--- src/rtl/interp_window_feeder.sv ---
// rtl/interp_window_feeder.sv - 8-tap sliding window feeder with edge replication
// Turns a raster sample stream into one packed interpolation window per output position.
module interp_window_feeder #(
  parameter int SAMPLE_W = 8,
  parameter int TAPS     = 8,
  parameter int ROW_LEN  = 64,
  parameter int POS_W    = $clog2(ROW_LEN)
) (
  input  logic                       clock,
  input  logic                       reset,
  input  logic                       in_valid,
  output logic                       in_ready,
  input  logic [SAMPLE_W-1:0]        in_sample,
  input  logic                       in_last,
  output logic                       win_valid,
  input  logic                       win_ready,
  output logic [TAPS*SAMPLE_W-1:0]   win_data,
  output logic [POS_W-1:0]           win_pos,
  output logic                       win_last,
  output logic                       row_err
);

  typedef enum logic [1:0] {IDLE, FILL, STREAM, DRAIN} state_t;

  localparam logic [POS_W:0] ROW_MAX = (POS_W+1)'(ROW_LEN);

  state_t              state;
  logic [SAMPLE_W-1:0] win_buf [TAPS];
  logic [2:0]          c;
  logic [2:0]          d;
  logic [POS_W:0]      n;

  logic                out_free;
  logic                accept;
  logic                overflow;
  logic                row_end;
  logic                drain_shift;
  logic [2:0]          c_inc;
  logic [POS_W:0]      n_inc;

  assign out_free    = !win_valid || win_ready;
  assign in_ready    = !reset && (state == IDLE || state == FILL ||
                                  (state == STREAM && out_free));
  assign accept      = in_valid && in_ready;
  assign n_inc       = (state == IDLE) ? (POS_W+1)'(1) : n + (POS_W+1)'(1);
  assign overflow    = (n_inc == ROW_MAX);
  assign row_end     = in_last || overflow;
  assign row_err     = accept && overflow && !in_last;
  // c only has to tell "window ready" apart, so it saturates at 4
  assign c_inc       = (c >= 3'd4) ? 3'd4 : c + 3'd1;
  assign drain_shift = (state == DRAIN) && (d < 3'd4) && out_free;

  genvar gk;
  generate
    for (gk = 0; gk < TAPS; gk++) begin : g_pack
      assign win_data[gk*SAMPLE_W +: SAMPLE_W] = win_buf[gk];
    end
  endgenerate

  always_ff @(posedge clock or posedge reset) begin
    if (reset) begin
      state     <= IDLE;
      for (int i = 0; i < TAPS; i++) win_buf[i] <= '0;
      c         <= '0;
      d         <= '0;
      n         <= '0;
      win_valid <= 1'b0;
      win_pos   <= '0;
      win_last  <= 1'b0;
    end else begin
      if (win_valid && win_ready) begin
        win_valid <= 1'b0;
        win_pos   <= win_pos + POS_W'(1);
      end
      case (state)
        IDLE: begin
          if (accept) begin
            // left-edge replication: older taps hold s(0) until shifted out
            for (int i = 0; i < TAPS; i++) win_buf[i] <= in_sample;
            c       <= '0;
            d       <= '0;
            n       <= n_inc;
            win_pos <= '0;
            state   <= row_end ? DRAIN : FILL;
          end
        end
        FILL, STREAM: begin
          if (accept) begin
            for (int i = TAPS-1; i > 0; i--) win_buf[i] <= win_buf[i-1];
            win_buf[0] <= in_sample;
            c <= c_inc;
            n <= n_inc;
            if (c_inc == 3'd4) begin
              win_valid <= 1'b1;
              win_last  <= 1'b0;
            end
            if (row_end) begin
              d     <= '0;
              state <= DRAIN;
            end else if (c_inc == 3'd4) begin
              state <= STREAM;
            end
          end
        end
        DRAIN: begin
          if (drain_shift) begin
            // right-edge replication: keep feeding the last accepted sample
            for (int i = TAPS-1; i > 0; i--) win_buf[i] <= win_buf[i-1];
            win_buf[0] <= win_buf[0];
            c <= c_inc;
            d <= d + 3'd1;
            if (c_inc == 3'd4) begin
              win_valid <= 1'b1;
              win_last  <= (d == 3'd3);
            end
          end else if (d == 3'd4 && win_valid && win_ready) begin
            state    <= IDLE;
            win_pos  <= '0;
            win_last <= 1'b0;
          end
        end
        default: state <= IDLE;
      endcase
    end
  end

endmodule

--- config.mk ---
export PLATFORM = sky130hd
export DESIGN_NAME = interp_window_feeder
export DESIGN_NICKNAME = d
export VERILOG_FILES = /design/src/rtl/interp_window_feeder.sv
export SDC_FILE = /design/constraint.sdc
export NUM_CORES = 1
export LEC_CHECK = 0
export ABC_AREA = 1
export CORE_UTILIZATION = 50
export CTS_BUF_LIST = sky130_fd_sc_hd__clkbuf_16
export DETAILED_ROUTE_END_ITERATION = 6
export GPL_TIMING_DRIVEN = 0
export HOLD_SLACK_MARGIN = 0.06
export PLACE_DENSITY = 0.78
export SETUP_SLACK_MARGIN = 0.05
export SLEW_MARGIN = 20
export SYNTH_ARGS = -nofsm -noshare
export SYNTH_HDL_FRONTEND = slang
export SYNTH_SLANG_ARGS = --single-unit
--- constraint.sdc ---
create_clock -name clock -period 7.5 [get_ports clock]
set_input_delay 1.5 -clock clock [delete_from_list [all_inputs] [get_ports clock]]
set_output_delay 1.5 -clock clock [all_outputs]
set_load 0.05 [all_outputs]
==> impl_metrics.ini, run 1 <==
[outcome]
status = finished clean

[synth]
synth_seq_cells = 87
mapped_cell_area_um2 = 4320
synth_area_per_cell_um2 = 8.09
yosys-top-cells-area = dfrtp_1, o21ai_0, nand2_1
yosys_warnings = 0
synth.distinct_cells = 33
synth.yosys.seq_area_share_pct = 50.4
synth_largest_type_area_fraction_pct = 50.4
yosysTopAreaCell = dfrtp_1
netlist_instances = 534
mappedNetlistNets = 558

[flow_run]
maxCapViolations = 0

[final_layout]
highest_count_cells_in_the_layout_ignoring_fill_and_taps = nand2_1, o21ai_0, dfrtp_1
most_common_library_cell_in_the_layout_ignoring_fill_and_taps = nand2_1
syn2layout_area_growth_pct = 30.2
layout.nets = 656
antenna_diode_count = 0
drive_above_1_share_pct = 9.58

[timing]
final.period_utilization_pct = 66.8
timing.final.crit_period_ps = 5010
setup_repair_after_global_routing_missed_its_margin = no
timing_hold_violations_final = 0
setup_tns_ps = 0
max_clock_freq_mhz = 200
fin_ws_ps = 2490
fin_max_slew_vios = 0
max-slew-margin-rel_pct = 59.3
finClkSkew_ps = 11.1
finalSetupViolCount = 0
worst-slew-pin-transition_ps = 610

[drt]
vias = 3876
route.detailed.vias_per_inst = 5.22
routed_wire_length_per_instance_um = 14.6
firstDrtPassIters = 4
detail_route.iter0.violations = 168
finalWirelength_um = 10800
route.detailed.drc = 0
ant_nets = 0

[setup_path]
cpLargestDelayFamily = buffers and inverters
timing.setup.critical_path_class = primary input to output port
cp.arrival_ps = 3510
critical_path.startpoint_type = primary input
critPathMaxStageDelay_ps = 820
cp.required_ps = 6000
timing.critical_path.fanout_max = 5
cp_slowest_cell = clkdlybuf4s50_1
endpoint_kind = output port
cp.buffers_inverters = 3
path_cells = clkdlybuf4s50_1 > inv_1 > nand2_1 > nand2_1 > a21oi_4 > nand2_2 > nor3_1 > clkdlybuf4s50_1

[clock_network]
clkSlewWorstSetupHoldPaths_ps = 70
insertion_delay_ps = 340
clock_sinks = 87
tritoncts_clock_tree = built
cts_repair_resize_count = 0
clock-root-buffer = clkbuf_16
cts_max_level = 3
cts.hold.buffers_added = 0
clock_path_buffers = 2
numCtsBuffers = 9
post_cts.repair.setup_buffers = 0

[global_routing]
grt_pass1_vias = 3829
grt_util_all_layers_pct = 26.1
globalRoute.totalOverflow = 0
grt_antenna_before_repair = 0
grt_max_degree = 49
first_pass_grt_wire_length_um = 18000

[die]
die_area_um2 = 9010
floorplan.die.width_um = 94.9
io_pins = 87
placeable_core_region_um2 = 8300
initial_core_util_pct = 52.0
fp-row-count = 33
die_y_um = 94.9

[placement]
pre_cts_slack_ps = 2490
globalplace.congestion = 0.853
port_buffers = 86
place_hpwl_um = 7720

[worst_hold_path]
timing.hold.worst.class = flip-flop to flip-flop
-- final cells by class --
cell class              instances  area [um2]
clock buffers                   9         225
flip-flops and latches         87        2180
plain buffers                  23         134
fillers                       656        2680
repair buffers                 87         881
clock inverters                 7        65.1
multi-input cells             338        1680
inverters                      86         328
well taps                     105         131
-- worst register-to-register path, delay by kind of cell, from the launching register on --
family                   cells  cell delay (ps)
AO/OA/AOI/OAI                3              480
AND/OR/NAND/NOR              1               90
flip-flops                   1              400
buffers and inverters        4              810
adder cells (fa/ha/maj)      1              280
-- through the flow --
stage	hold WS, ps	util, %	area [um2]	std cells
6_report	483	67.8	5620	742
5_1_grt	520	67.8	5620	742
4_1_cts	489	67.8	5620	742
3_5_place_dp	469	64.3	5330	726
3_3_place_gp	472	64.0	5310	725
2_1_floorplan	465	-	4320	534
-- metal layers --
layer	track usage, %	routed length [um]	vias to the layer above
met5	0	0	-
met4	11.5	246	0
met3	3.95	760	22
met2	42.8	5110	140
met1	34.3	4720	1822
li1	-	-	1892
-- cell families after synthesis --
family	share of synthesized area, %
simple gates	18.3
compound gates	16.9
xor+xnor	0.608
fa+ha+maj	3.19
buf+inv	10.6
flops	50.4
-- Yosys cell counts, drive strengths merged --
library cell,number
nand2,135
o21ai,130
dfrtp,87
inv,86
nor2,23
nand3,20
buf,18
ha,11
clkbuf,5
nor3,5
a21oi,3
a31oi,2
xnor2,2
nand3b,1
nand4,1
o211ai,1
o21a,1
o221ai,1
or2,1
xor2,1
-- state kept, by name, summed over array words and instances, names as in the netlist --
| register | count |
|---|---|
| win_last | 1 |
| d | 3 |
| win_pos | 6 |
| win_valid | 1 |
| c | 3 |
| state | 2 |
| win_data | 64 |
| n | 7 |
-- worst paths after layout --
kind	startpoint	to	slack, ps	cells past startpoint
worst max-delay path	win_ready	row_err	2490	8
worst min-delay path	win_data[58]	win_data[58]	480	2
worst max register to register	state[0]	win_data[34]	5330	9
worst min register to register	win_data[58]	win_data[58]	480	2
max in group asynchronous	reset	win_data[16]	5180	3
min in group asynchronous	reset	n[5]	1700	2
Power of run 1 is left out: the tool's default activity adds up to more than one toggle a clock period on the data nets, which glitch-free logic cannot reach.
==> inputs of run 2 (changes only) <==
- CORE_UTILIZATION: 50 -> 47
- PLACE_DENSITY: 0.78 -> 0.77
- clock period: 7.5 -> 4.15 ns (I/O delays scaled with it)
==> impl_metrics.ini, run 2 (same netlist as run 1, synthesis figures left out) <==
[outcome]
status = finished, violations left
violations_in_the_final_reports = design-rule violations

[worst_hold_path]
timing.hold.worst.class = flip-flop to flip-flop

[final_layout]
fillCellCount = 738
syn2layout_area_growth_pct = 31.0
layout.area.seq_um2 = 2180
highest_count_cells_in_the_layout_ignoring_fill_and_taps = nand2_1, o21ai_0, dfrtp_1
multi_input_area_um2 = 1680
most_common_library_cell_in_the_layout_ignoring_fill_and_taps = nand2_1
antenna_diode_count = 0
largest_reg_flops = 64
layout.nets = 656
drive_above_1_share_pct = 9.42

[clock_network]
cts_max_level = 3
cts_repair_resize_count = 0
clock_sinks = 87
cts.hold.buffers_added = 0
tritoncts_clock_tree = built
clkSlewWorstSetupHoldPaths_ps = 60
clock_path_buffers = 2
insertion_delay_ps = 340
clock-root-buffer = clkbuf_16
numCtsBuffers = 9
post_cts.repair.setup_buffers = 0

[drt]
finalWirelength_um = 11100
routed_wire_length_per_instance_um = 14.8
firstDrtPassIters = 7
detail_route.iter0.violations = 200
ant_nets = 0
vias = 3981
route.detailed.drc = 10
route.detailed.vias_per_inst = 5.34

[global_routing]
first_pass_grt_wire_length_um = 18600
grt_max_degree = 54
globalRoute.totalOverflow = 0
grt_util_all_layers_pct = 24.4
grt_pass1_vias = 3954
grt_antenna_before_repair = 0

[die]
initial_core_util_pct = 49.0
die_area_um2 = 9580
placeable_core_region_um2 = 8810
floorplan.die.width_um = 97.9
die_y_um = 97.9
io_pins = 87
fp-row-count = 34

[placement]
port_buffers = 86
place_hpwl_um = 7890
globalplace.congestion = 0.934

[timing]
setup_tns_ps = 0
max_clock_freq_mhz = 267
max-slew-margin-rel_pct = 55.2
finClkSkew_ps = 7.68
final.period_utilization_pct = 90.4
finalSetupViolCount = 0
timing.final.crit_period_ps = 3750
worst-slew-pin-transition_ps = 672
fin_max_slew_vios = 0
setup_repair_after_global_routing_missed_its_margin = no
timing_hold_violations_final = 0

[setup_path]
timing.setup.critical_path_class = primary input to output port
timing.critical_path.fanout_max = 5
endpoint_kind = output port
cp.arrival_ps = 2920
critical_path.startpoint_type = primary input
cp.required_ps = 3320

[flow_run]
maxCapViolations = 0
-- run 2: cell types whose count changed in the layout (fill, tap and decap cells not counted), sizes merged --
cell / change
bufinv: +2
clkinvlp: -1
inv: -3
clkinv: +2
-- run 2: metal layers --
metal / share of wire, % / global-route usage (%)
met1: 43 / 31.6
met5: 0 / 0
met2: 48 / 40.2
met4: 2.5 / 11.5
met3: 6.4 / 4.01
-- run 2: cell type report --
cell class | count | area share (%)
clock inverters | 7 | 1.70
clock buffers | 9 | 3.98
inverters | 86 | 5.79
plain buffers | 23 | 2.37
well taps | 108 | 2.39
flip-flops and latches | 87 | 38.5
multi-input cells | 338 | 29.7
repair buffers | 87 | 15.6
-- run 2: worst max-delay path, stage by stage --
cell and delay (ps):
clkdlybuf4s50_1 490, inv_1 40, nand2_1 130, nand2_1 110, a21oi_4 150, nand2_2 130, nor3_1 190, clkdlybuf4s50_1 840
-- run 2: worst paths after layout --
path / from / to / slack [ps] / cells after the start
hold reg to reg: win_data[56] / win_data[56] / 490 / 2
max in group asynchronous: reset / d[1] / 2510 / 3
setup reg to reg: state[0] / win_data[36] / 1900 / 9
setup / recovery: win_ready / row_err / 400 / 8
min in group asynchronous: reset / n[0] / 1020 / 2
hold / removal: win_data[56] / win_data[56] / 490 / 2
-- run 2: stage by stage --
step	std cells	area [um2]	setup WS, ps	util (%)	hold WS [ps]
final	745	5660	400	64.3	486
after global placement	728	5320	-374	60.4	472
after CTS	745	5660	415	64.3	490
after floorplan	534	4320	668	-	465
after detailed placement	729	5340	440	60.6	473
after global routing	745	5660	221	64.3	527
Power of run 2 is left out for the same reason.
==> inputs of run 3 (changes only) <==
- CTS_BUF_LIST: sky130_fd_sc_hd__clkbuf_16 -> unset
==> impl_metrics.ini, run 3 (same netlist as run 1, synthesis figures left out) <==
[setup_path]
critical_path.startpoint_type = flip-flop
endpoint_kind = output port
cp.buffers_inverters = 4
critPathMaxStageDelay_ps = 840
cp.arrival_ps = 2910
r2r_end = win_data[36]
cp_slowest_cell = clkdlybuf4s50_1
cpMostUsedCell = nor2_1
timing.reg2reg.worst_path_depth = 9
crit-reg2reg-launch = state[0]
timing.critical_path.fanout_max = 10
timing.setup.critical_path_class = flip-flop to output port
worst_setup_path_startpoint = state[0]
worstSetupEndpoint = row_err
cpLargestDelayFamily = buffers and inverters
cp.required_ps = 3320
path_cells = inv_1 > ha_1 > inv_2 > buf_6 > nand2_1 > nor2_1 > nor2_1 > nand2_1 > nor2_1 > nand3_1 > nor3_1 > clkdlybuf4s50_1
critical_path_cell_count = 12
rrSetupSlack_ps = 1910

[final_layout]
final_cell_area_um2 = 5570
most_common_library_cell_in_the_layout_ignoring_fill_and_taps = nand2_1
final_core_utilization_pct = 63.2
syn2layout_area_growth_pct = 28.9
drive_above_1_share_pct = 9.58
antenna_diode_count = 0
highest_count_cells_in_the_layout_ignoring_fill_and_taps = nand2_1, o21ai_0, dfrtp_1
layout.nets = 656
largest_reg_flops = 64

[clock_network]
clock_path_buffers = 2
tritoncts_clock_tree = built
cts_repair_resize_count = 0
clkSlewWorstSetupHoldPaths_ps = 90
insertion_delay_ps = 370
post_cts.repair.setup_buffers = 0
clock_sinks = 87
numCtsBuffers = 9
cts_max_level = 3
clock-root-buffer = clkbuf_8
cts.hold.buffers_added = 0

[timing]
worst-slew-pin-transition_ps = 667
fin_ws_ps = 410
fin_max_slew_vios = 0
setup_repair_after_global_routing_missed_its_margin = no
max_clock_freq_mhz = 267
finClkSkew_ps = 9.33
finalSetupViolCount = 0
timing_hold_violations_final = 0
setup_tns_ps = 0
timing.final.crit_period_ps = 3740
max-slew-margin-rel_pct = 55.5
final.period_utilization_pct = 90.1

[placement]
dpl-instance-area_um2 = 5340
place_hpwl_um = 7890
pre_cts_slack_ps = 440
port_buffers = 86
globalplace.congestion = 0.934

[outcome]
status = finished, violations left
violations_in_the_final_reports = design-rule violations

[drt]
route.detailed.drc = 10
detail_route.iter0.violations = 216
route.detailed.vias_per_inst = 5.31
vias = 3954
routed_wire_length_per_instance_um = 14.4
finalWirelength_um = 10700
ant_nets = 0
firstDrtPassIters = 6

[die]
placeable_core_region_um2 = 8810
fp-row-count = 34
floorplan.die.width_um = 97.9
initial_core_util_pct = 49.0
io_pins = 87
die_y_um = 97.9
die_area_um2 = 9580

[global_routing]
grt_max_degree = 54
grt_pass1_vias = 3917
grt_antenna_before_repair = 0
first_pass_grt_wire_length_um = 18300
globalRoute.totalOverflow = 0
grt_util_all_layers_pct = 23.9

[worst_hold_path]
timing.hold.worst.class = flip-flop to flip-flop

[flow_run]
maxCapViolations = 0
## run 3: layout make-up
class	count	area (um2)
plain buffers	23	134
clock inverters	6	92.6
inverters	86	328
clock buffers	10	138
fillers	747	3240
repair buffers	87	881
multi-input cells	338	1680
well taps	108	135
flip-flops and latches	87	2180
## run 3: worst min-delay path by stage
stage | from | to | cells after the start
after floorplan | n[6] | n[6] | 2
after global placement | win_data[58] | win_data[58] | 2
after detailed placement | win_data[56] | win_data[56] | 2
after CTS | win_data[56] | win_data[56] | 2
after global routing | win_data[59] | win_data[59] | 2
final | win_data[61] | win_data[61] | 2
## run 3: worst register-to-register path: cells and delay by family (launching register included)
family,cells,cell delay (ps)
compound gates,3,530
fa+ha+maj,1,280
simple gates,1,110
buf+inv,4,800
flops,1,400
## run 3: metal layers
layer  track usage (%)  wire length, um
met2              39.1             5070
met1              31.6             4820
met5                 0                0
met4              8.86              270
met3              4.80              575
## run 3: per-stage QoR
stage	std cells	hold WS [ps]
after floorplan	534	465
after global placement	728	472
after detailed placement	729	473
after CTS	745	496
after global routing	745	534
final	745	494
Power of run 3 is left out for the same reason.
==> RTL edit 1: new RTL, flow settings as in run 2 <==
Re-encode `state_t` (4 states) as one-hot, 4 bits wide.
--- a/src/rtl/interp_window_feeder.sv
+++ b/src/rtl/interp_window_feeder.sv
@@ -20,7 +20,7 @@
   output logic                       row_err
 );
 
-  typedef enum logic [1:0] {IDLE, FILL, STREAM, DRAIN} state_t;
+  typedef enum logic [3:0] {IDLE = 4'b0001, FILL = 4'b0010, STREAM = 4'b0100, DRAIN = 4'b1000} state_t;
 
   localparam logic [POS_W:0] ROW_MAX = (POS_W+1)'(ROW_LEN);
 
Behaviour: no difference found for any inputs over 4 cycles, from zero or initial values and one cycle with reset high; so few cycles prove little.
==> RTL edit 1 against run 2 <==
  * Non-clock buffer count rose by 1
  * Global-route usage rose by 0.74 points
  * Core utilization rose by 0.085 points
  * Worst hold slack improved by 0.022 ns
  * Routed wire length rose by 3.5%
  * Setup slack got worse by 0.0018 ns
  * Via count rose by 1.4%
  * The run still ends with design-rule violations left
  * Sequential cell count rose by 2
  * Synthesized area barely moved
  * Final area rose by 0.13%
  * Critical endpoint unchanged
  * Register-to-register slack improved by 0.06 ns
Power is not shown: default switching activity piles up to over one toggle a cycle in this logic, so the estimate is an artifact.
==> RTL edit 1: results (changes against run 2) <==
status: "complete, but fails checks"  # unchanged
violations: "design-rule violations"  # unchanged
post-route-drc-count: 12  # was 10
max_slew_margin: 0.621  # was 0.552
hpwl_mm: 8.54  # was 7.89 mm
grtUsageTotal: 0.252  # was 0.244
synthTopCellsByArea: "dfrtp_1 (51%), nand2_1 (12%), inv_1 (7.4%)"  # was dfrtp_1 (50%), o21ai_0 (13%), nand2_1 (11%)
grt_pass1_wl_mm: 19.1  # was 18.6 mm
met2_length_mm: 5.41  # was 5.29 mm
min_to: "d[0]$_DFFE_PP0P_"  # was win_data[56]$_DFFE_PP0P_
fin_nets: 665  # was 656
routedWlPerCell_um: 15.1  # was 14.8 µm
grt_use_met1: 0.350  # was 0.316
drive_above_1_share: 0.0677  # was 0.0942
synthDistinctLibCells: 32  # was 33
grtUsageMet2: 0.399  # was 0.402
timing.hold.ws_ns: 0.507  # was 0.486 ns
clock_skew_ns: 0.00642  # was 0.00768 ns
min_period_ns: 3.75  # about the same
drt_iter0_markers: 239  # was 200
yosysSeqAreaShare: 0.516  # was 0.504
grt_max_degree: 32  # was 54
grt_pass1_vias: 3960  # was 3954
r2r_slack_ns: 1.96  # was 1.90 ns
synth_common_cells: "nand2_1 (142), dfrtp_1 (88), inv_1 (85)"  # was nand2_1 (123), o21ai_0 (109), dfrtp_1 (87)
gp_congestion: 0.888  # was 0.934
r2r_end: "win_data[34]$_DFFE_PP0P_"  # was win_data[36]$_DFFE_PP0P_
rr_startpoint: "state[0]$_DFFE_PP1P_"  # was state[0]$_DFFE_PP0P_
synth_compound_area_frac: 0.156  # was 0.169
worstHoldStart: "d[0]$_DFFE_PP0P_"  # was win_data[56]$_DFFE_PP0P_
crit_start: "reset"  # was win_ready
synth_fa_ha_area_frac: 0.0203  # was 0.0319
synth_nets: 566  # was 558
max_stage_delay_ns: 0.47  # was 0.84 ns
crit_fanout: 31  # was 5
RTL edit 1: layout make-up:
class / instances / area share
buffer: 22 / 0.0203
clock buffer: 9 / 0.0397
clock inverter: 7 / 0.00817
inverter: 86 / 0.0576
multi-input combinational: 348 / 0.293
sequential: 89 / 0.393
tap: 108 / 0.0238
timing repair buffer: 89 / 0.164
RTL edit 1: through the flow:
stage / utilization / instances / cell area, µm² / setup TNS (ns) / setup WS (ns)
after floorplan: - / 546 / 4330 / 0 / 0.250
after global placement: 0.604 / 740 / 5320 / -39.18 / -1.77
after detailed placement: 0.612 / 743 / 5390 / -0.450 / -0.450
after CTS: 0.643 / 758 / 5660 / 0 / 0.148
after global routing: 0.644 / 758 / 5670 / 0 / 0.172
final: 0.644 / 758 / 5670 / 0 / 0.398
RTL edit 1: what timing repair did:
action,4_1_cts,5_1_grt
gates resized for setup,3,1
buffers inserted,0,0
endpoints found under the setup margin,1,1
endpoints found under the hold margin,0,0
==> RTL edit 2: new RTL, config.mk and constraints of run 2 <==
Made on the original files. Set the parameter `SAMPLE_W` to 12 (it was 8).
--- a/src/rtl/interp_window_feeder.sv
+++ b/src/rtl/interp_window_feeder.sv
@@ -1,7 +1,7 @@
 // rtl/interp_window_feeder.sv - 8-tap sliding window feeder with edge replication
 // Turns a raster sample stream into one packed interpolation window per output position.
 module interp_window_feeder #(
-  parameter int SAMPLE_W = 8,
+  parameter int SAMPLE_W = 12,
   parameter int TAPS     = 8,
   parameter int ROW_LEN  = 64,
   parameter int POS_W    = $clog2(ROW_LEN)
Interface: changed (resized in_sample and win_data); port bits go from 87 to 123. No check against the original RTL was run, so the function may have changed too.
==> RTL edit 2 against run 2 <==
  * Sequential cell count is 32 higher
  * Synthesized area grew 33%
  * Sequential share of layout area down 0.40 points
  * Routed wire length grew 55%
  * Final area up 38%
  * Via count up 38%
  * Setup slack got worse by 0.10 ns
  * Critical endpoint unchanged
==> RTL edit 2: results (changes against run 2) <==
status: "complete, no violations"  # was complete, but fails checks
arrival_ns: 3.02  # was 2.92 ns
worstSkewPairLatency_ns: 0.42  # was 0.34 ns
gp_congestion: 0.883  # was 0.934
routed_wl_mm: 17.1  # was 11.1 mm
grt_pass1_wl_mm: 27.1  # was 18.6 mm
grt_max_degree: 35  # was 54
largest_reg_flops: 96  # was 64
min_to: "win_last$_DFFE_PP0P_"  # was win_data[56]$_DFFE_PP0P_
postPlaceCellArea_um2: 7210  # was 5340 µm²
clock_skew_ns: 0.0120  # was 0.00768 ns
drive_above_1_share: 0.0712  # was 0.0942
r2r_slack_ns: 1.82  # was 1.90 ns
startpoint_type: "flop"  # was primary input
cts.clk_slew.worst_paths_ns: 0.06  # about the same
synthDistinctLibCells: 28  # was 33
crit_fanout: 10  # was 5
htree_levels: 4  # was 3
drt_iter0_markers: 495  # was 200
r2r_end: "win_data[16]$_DFFE_PP0P_"  # was win_data[36]$_DFFE_PP0P_
synth_fa_ha_area_frac: 0.0240  # was 0.0319
synth_compound_area_frac: 0.189  # was 0.169
grtUsageTotal: 0.278  # was 0.244
dr.pass1.iters: 7  # unchanged
synth_nets: 741  # was 558
worstHoldStart: "win_last$_DFFE_PP0P_"  # was win_data[56]$_DFFE_PP0P_
routedWlPerCell_um: 16.8  # was 14.8 µm
synthTopCellsByArea: "dfrtp_1 (52%), o21ai_0 (13%), nand2_1 (12%)"  # was dfrtp_1 (50%), o21ai_0 (13%), nand2_1 (11%)
synthesis.instances: 713  # was 534
dr_total_vias: 5508  # was 3981
fin_nets: 886  # was 656
yosysSeqAreaShare: 0.519  # was 0.504
max_slew_margin: 0.455  # was 0.552
dp_cells: 981  # was 729
r2r_cells: 8  # was 9
synthXorXnorAreaFrac: 0.00458  # was 0.00608
io_buffers: 122  # was 86
RTL edit 2: changes by cell type in the layout (fill, tap and decap cells not counted), moves of 23 or more:
cell             delta
clkdlybuf4s50_1    +36
dfrtp_1            +32
inv_1              +33
nand2_1            +54
o21ai_0            +38
o21ai_1            +23
RTL edit 2: worst max-delay path, cell delays in order (launching register included):
cell and delay (ns):
dfrtp_1 0.40, inv_1 0.08, ha_1 0.22, inv_1 0.22
buf_2 0.28, nand2_1 0.09, nor2_1 0.15, nand3_1 0.20
nor3_2 0.15, clkdlybuf4s50_1 0.82
RTL edit 2: report_power, final:
part,leakage (nW),switching (mW),internal (mW)
logic,2.27,0.0358,0.0224
registers,1.18,0.00206,1.16
clock network,0.286,0.541,0.993
RTL edit 2: area by class of cell:
type,instances,area [µm²]
multi-input combinational,441,2140
inverter,118,447
fill,961,3840
clock buffer,17,425
clock inverter,15,185
timing repair buffer,125,1280
tap,143,179
timing repair inverter,1,5.00
buffer,35,183
sequential,119,2980
RTL edit 2: per-stage QoR:
stage	util	worst slack, ns	hold WS (ns)
2_1_floorplan	-	0.150	0.465
3_3_place_gp	0.613	-1.77	0.473
3_5_place_dp	0.618	0.185	0.477
4_1_cts	0.670	0.167	0.491
5_1_grt	0.671	0.0714	0.506
6_report	0.671	0.299	0.482
RTL edit 2: cells by family after synthesis:
logic type | Yosys count
AND/OR/NAND/NOR | 221
AO/OA/AOI/OAI | 206
flip-flops | 119
buffers and inverters | 153
XOR/XNOR | 3
adder cells (fa/ha/maj) | 11
RTL edit 2: per-layer routing:
| layer | track usage | wire (µm) |
|---|---|---|
| met2 | 0.440 | 7960 |
| met5 | 0 | 0 |
| met3 | 0.0562 | 1060 |
| met4 | 0.150 | 657 |
| met1 | 0.360 | 7400 |
